### src/rtl/operative_ctrl.sv
// Sequencing FSM for the 16-bit operative datapath (X/S/H registers, m0/m1/m2 muxes, add/mul ULA).
// Outputs are registered Moore decodes of the state being entered, so they line up with the state register.
module operative_ctrl (
  input  logic       clk,
  input  logic       rst_n,
  input  logic       start,
  input  logic [1:0] mode,
  output logic       busy,
  output logic       done,
  output logic       load_x,
  output logic       load_s,
  output logic       load_h,
  output logic       H,
  output logic [1:0] sel_m0,
  output logic [1:0] sel_m1,
  output logic [1:0] sel_m2
);

  localparam int unsigned ST_W = 4;

  typedef enum logic [ST_W-1:0] {
    S_IDLE = 4'd0,
    S_LDX  = 4'd1,
    S_MUL1 = 4'd2,
    S_ADD1 = 4'd3,
    S_MUL2 = 4'd4,
    S_ADD2 = 4'd5,
    S_ACC  = 4'd6,
    S_SCL  = 4'd7,
    S_DONE = 4'd8
  } state_t;

  state_t     state;
  state_t     nxt;
  logic [1:0] mode_q;
  logic [1:0] nxt_mode;

  logic       d_busy, d_done, d_load_x, d_load_s, d_load_h, d_h;
  logic [1:0] d_m0, d_m1, d_m2;

  // Next-state: start/mode only matter in IDLE; unused encodings fall back to IDLE.
  always_comb begin
    nxt      = state;
    nxt_mode = mode_q;
    case (state)
      S_IDLE: begin
        if (start) begin
          nxt      = S_LDX;
          nxt_mode = mode;
        end
      end
      S_LDX:  nxt = (mode_q == 2'd3) ? S_SCL : S_MUL1;
      S_MUL1: nxt = (mode_q == 2'd2) ? S_ACC : S_ADD1;
      S_ADD1: nxt = (mode_q == 2'd0) ? S_MUL2 : S_DONE;
      S_MUL2: nxt = S_ADD2;
      S_ADD2: nxt = S_DONE;
      S_ACC:  nxt = S_DONE;
      S_SCL:  nxt = S_DONE;
      S_DONE: nxt = S_IDLE;
      default: nxt = S_IDLE;
    endcase
  end

  // Output decode of the state about to be entered; MUL1 always parks A*X in Hreg for the following add.
  always_comb begin
    d_busy   = 1'b0;
    d_done   = 1'b0;
    d_load_x = 1'b0;
    d_load_s = 1'b0;
    d_load_h = 1'b0;
    d_h      = 1'b0;
    d_m0     = 2'd0;
    d_m1     = 2'd0;
    d_m2     = 2'd0;
    case (nxt)
      S_LDX: begin
        d_busy   = 1'b1;
        d_load_x = 1'b1;
      end
      S_MUL1: begin
        d_busy   = 1'b1;
        d_h      = 1'b1;
        d_load_h = 1'b1;
      end
      S_ADD1: begin
        d_busy   = 1'b1;
        d_m0     = 2'd1;
        d_m1     = 2'd3;
        d_m2     = 2'd1;
        d_load_h = (nxt_mode == 2'd0);
        d_load_s = (nxt_mode == 2'd1);
      end
      S_MUL2: begin
        d_busy   = 1'b1;
        d_h      = 1'b1;
        d_m1     = 2'd3;
        d_load_h = 1'b1;
      end
      S_ADD2: begin
        d_busy   = 1'b1;
        d_m0     = 2'd2;
        d_m1     = 2'd3;
        d_m2     = 2'd1;
        d_load_s = 1'b1;
      end
      S_ACC: begin
        d_busy   = 1'b1;
        d_m1     = 2'd2;
        d_m2     = 2'd3;
        d_load_s = 1'b1;
      end
      S_SCL: begin
        d_busy   = 1'b1;
        d_h      = 1'b1;
        d_m1     = 2'd2;
        d_load_s = 1'b1;
      end
      S_DONE: d_done = 1'b1;
      default: ;
    endcase
  end

  always_ff @(posedge clk or negedge rst_n) begin
    if (!rst_n) begin
      state  <= S_IDLE;
      mode_q <= 2'd0;
      busy   <= 1'b0;
      done   <= 1'b0;
      load_x <= 1'b0;
      load_s <= 1'b0;
      load_h <= 1'b0;
      H      <= 1'b0;
      sel_m0 <= 2'd0;
      sel_m1 <= 2'd0;
      sel_m2 <= 2'd0;
    end else begin
      state  <= nxt;
      mode_q <= nxt_mode;
      busy   <= d_busy;
      done   <= d_done;
      load_x <= d_load_x;
      load_s <= d_load_s;
      load_h <= d_load_h;
      H      <= d_h;
      sel_m0 <= d_m0;
      sel_m1 <= d_m1;
      sel_m2 <= d_m2;
    end
  end

endmodule

### config.mk
export PLATFORM = sky130hd
export DESIGN_NAME = operative_ctrl
export DESIGN_NICKNAME = d
export VERILOG_FILES = /design/src/rtl/operative_ctrl.sv
export SDC_FILE = /design/constraint.sdc
export NUM_CORES = 1
export LEC_CHECK = 0
export BUFFER_PORTS_ARGS = -buffer_cell sky130_fd_sc_hd__buf_2
export CORE_UTILIZATION = 55
export CTS_BUF_LIST = sky130_fd_sc_hd__clkbuf_2 sky130_fd_sc_hd__clkbuf_4 sky130_fd_sc_hd__clkbuf_8
export DETAILED_ROUTE_END_ITERATION = 7
export HOLD_SLACK_MARGIN = 0.12
export PLACE_DENSITY = 0.91
export SYNTH_ARGS = -nofsm -noshare
export SYNTH_HDL_FRONTEND = slang
export SYNTH_SLANG_ARGS = --single-unit
### constraint.sdc
create_clock -name clk -period 1.85 [get_ports clk]
set_clock_uncertainty 0.15 [all_clocks]
set_input_delay 0.185 -clock clk [delete_from_list [all_inputs] [get_ports clk]]
set_output_delay 0.185 -clock clk [all_outputs]
set_load 0.01 [all_outputs]
==> flow_metrics.env <==
export IMPL_start_util=0.619
export IMPL_clk_latency_ns=0.29
export IMPL_vias_per_cell=6.07
export IMPL_critical_path_peak_fanout=6
export IMPL_worst_slack_ns=0.0506
export IMPL_vias=728
export IMPL_final_max_slew_viol_count=0
export IMPL_synthAdderAreaFrac=0
export IMPL_power_leakage_uw=0.000523
export IMPL_dr_first_iter_drc_count=43
export IMPL_finalSetupTns_ns=0
export IMPL_io_buffers=16
export IMPL_synth_top_family_by_area="simple AND/OR/NAND/NOR gates"
export IMPL_setup_viol=0
export IMPL_final_cells=120
export IMPL_rsz0062_at_grt="no"
export IMPL_detail_route_antenna_nets=0
export IMPL_gp_congestion=0.920
export IMPL_grt_max_degree=19
export IMPL_drtPass1Iterations=4
export IMPL_synthMuxAreaShare=0.0118
export IMPL_path_clk_slew_ns=0.09
export IMPL_max_freq_mhz=556
export IMPL_syn_cell_area_um2=846
export IMPL_ys_ff_latch=18
export IMPL_synth_compound_area_share=0.183
export IMPL_maxSlewHeadroom=0.737
export IMPL_crit_path_top_delay_cell="dlygate4sd3_1"
export IMPL_io_pins=17
export IMPL_fp_dieW_um=41.2
export IMPL_powerDensity_nw_per_um2=1850
export IMPL_grt_overflow=0
export IMPL_post_place_ws_ns=0.0373
export IMPL_status="completed"
export IMPL_die_area_um2=1700
export IMPL_dp_cells=110
export IMPL_post_drt_wl_per_cell_um=15.7
export IMPL_route_detailed_drc=0
export IMPL_syn_to_final_growth_pct=23.5
export IMPL_grt_util_all_layers=0.246
export IMPL_grt_pass1_wl_um=2680
export IMPL_cp_end_kind="flop"
export IMPL_die_y_um=41.2
export IMPL_syn_inst=80
export IMPL_cts_path_max_buffers=2
export IMPL_netlist_cell_type_count=38
export IMPL_antenna_cells=0
export IMPL_hold_violations=0
export IMPL_cts_sink_count=18
export IMPL_period_share=0.973
export IMPL_crit_type="reg -> reg"
export IMPL_synth_simple_area_share=0.191
export IMPL_ys_warn_count=0
export IMPL_ir_drop_mv=1.08
export IMPL_worstMarginPinSlew_ns=0.393
export IMPL_layout_nets=112
export IMPL_synth_xor_area_frac=0.0207
export IMPL_holdWs_ns=0.182
export IMPL_fp_coreArea_um2=1370
export IMPL_drv_cap=0
export IMPL_path_cells="nor2_2 -> buf_4 -> nand4_1 -> dlygate4sd3_1 -> o21ai_0"
export IMPL_final_layout_size_suffix_gt1_frac=0.352
export IMPL_syn_nets=85
export IMPL_dp_hpwl_um=1250
export IMPL_antenna_found_initial=0
export IMPL_ys_seq_area_frac=0.533
export IMPL_wl_um=1880
export IMPL_htree_levels=1
export IMPL_crit_arrival_ns=1.86
export IMPL_finalCriticalPeriod_ns=1.80
export IMPL_hold_class="in -> async"
export IMPL_cts_root_buffer="clkbuf_4"
export IMPL_power_uw=1930
export IMPL_cp_required_ns=1.91
export IMPL_num_rows=13
export IMPL_cp_start_kind="flop"
export IMPL_synth_area_per_cell_um2=10.6
export IMPL_cts_made_buffers=3
export IMPL_slowest_delay_ns=0.59
export IMPL_first_global_vias=600
export IMPL_cts_tree="yes"
[metal layers]
layer	GRT usage	routed length [um]
met1	0.322	816
met2	0.375	866
met3	0.0489	155
met4	0.137	44
met5	0	0
[power by group]
group | internal (uW) | switching (uW)
Sequential | 564 | 145
Combinational | 463 | 571
Clock | 75.7 | 111
Total | 1100 | 827
[cell usage in the layout, fill, tap and decap left out, types with 2 or more instances in the layout]
| master | netlist | routed |
|---|---|---|
| o22ai_1 | 2 | 2 |
| dfrtp_2 | 0 | 4 |
| a21oi_1 | 3 | 3 |
| dlygate4sd3_1 | 0 | 4 |
| o21ai_0 | 4 | 4 |
| inv_1 | 5 | 5 |
| nand2b_1 | 3 | 3 |
| clkbuf_4 | 0 | 3 |
| buf_2 | 4 | 16 |
| dfrtp_1 | 18 | 14 |
| nand2_1 | 4 | 4 |
| o211ai_1 | 2 | 2 |
| buf_4 | 1 | 8 |
| nor2_2 | 1 | 2 |
| nand4_1 | 2 | 2 |
| nor2_1 | 6 | 5 |
[logic make-up (layout without fill, tap and decap cells)]
kind of cell / count (synthesis) / in the layout
simple gates: 26 / 26
flops: 18 / 18
mux: 1 / 1
xor+xnor: 2 / 2
compound gates: 22 / 22
buf+inv: 11 / 36
[what timing repair did]
action | in CTS | in global routing
hold endpoints to repair | 20 | 0
gates resized for setup | 0 | 7
setup endpoints to repair | 0 | 3
buffers inserted | 0 | 3
hold buffers | 4 | 0
[worst max-delay path, delay by kind of cell, from the launching register on]
family | cells | cell delay [ns]
flops | 1 | 0.46
buf+inv | 2 | 0.75
compound gates | 1 | 0.07
simple gates | 2 | 0.29
[path summary, 6_finish.rpt]
kind	from	end	slack (ns)	cells after the start
worst max register to register	state[0]	mode_q[1]	0.05	5
worst min register to register	state[3]	state[3]	0.39	1
worst min-delay path	rst_n	mode_q[0]	0.18	2
max in group asynchronous	rst_n	state[1]	1.07	2
min in group clk	mode[1]	load_s	0.20	4
worst max-delay path	state[0]	mode_q[1]	0.05	5
[cell type report]
| cell class | count | area (um2) |
|---|---|---|
| Inverter | 5 | 18.8 |
| Fill cell | 82 | 322 |
| Clock buffer | 3 | 22.5 |
| Timing Repair Buffer | 28 | 180 |
| Multi-Input combinational cell | 51 | 349 |
| Tap cell | 15 | 18.8 |
| Sequential cell | 18 | 455 |
[through the flow]
stage                util  instance area [um2]
global placement    0.695                  950
CTS                 0.741                 1010
floorplan               -                  846
detailed placement  0.695                  950
finish              0.765                 1040
global route        0.765                 1040
[flip-flops by register name (all words and copies together), names as in the netlist]
register,count
state,4
mode_q,2
sel_m0,2
sel_m1,2
sel_m2,2
H,1
busy,1
done,1
load_h,1
load_s,1
load_x,1
[synth_stat cells (all sizes together)]
cell | number | area (um2)
nand4b | 1 | 8.76
a22oi | 1 | 7.51
a21boi | 1 | 7.51
o21ai | 5 | 28.8
o22a | 1 | 8.76
nor4b | 1 | 8.76
nand2 | 4 | 15.0
nand2b | 3 | 18.8
a31oi | 1 | 6.26
a21o | 1 | 7.51
buf | 5 | 27.5
nor3 | 1 | 5.00
o221ai | 1 | 8.76
mux2i | 1 | 10.0
xor2 | 1 | 8.76
o22ai | 2 | 12.5
clkbuf | 1 | 5.00
a2111oi | 1 | 8.76
and2b | 1 | 7.51
nand4 | 2 | 12.5
nor2 | 7 | 28.8
o211ai | 3 | 27.5
and2 | 1 | 6.26
a21oi | 3 | 15.0
nor4 | 2 | 27.5
inv | 5 | 18.8
o21bai | 1 | 7.51
and3 | 1 | 6.26
nor2b | 1 | 6.26
dfrtp | 18 | 450
xnor2 | 1 | 8.76
a211o | 1 | 8.76
and4b | 1 | 10.0
Note: power is estimated with default switching activity, not from simulation.
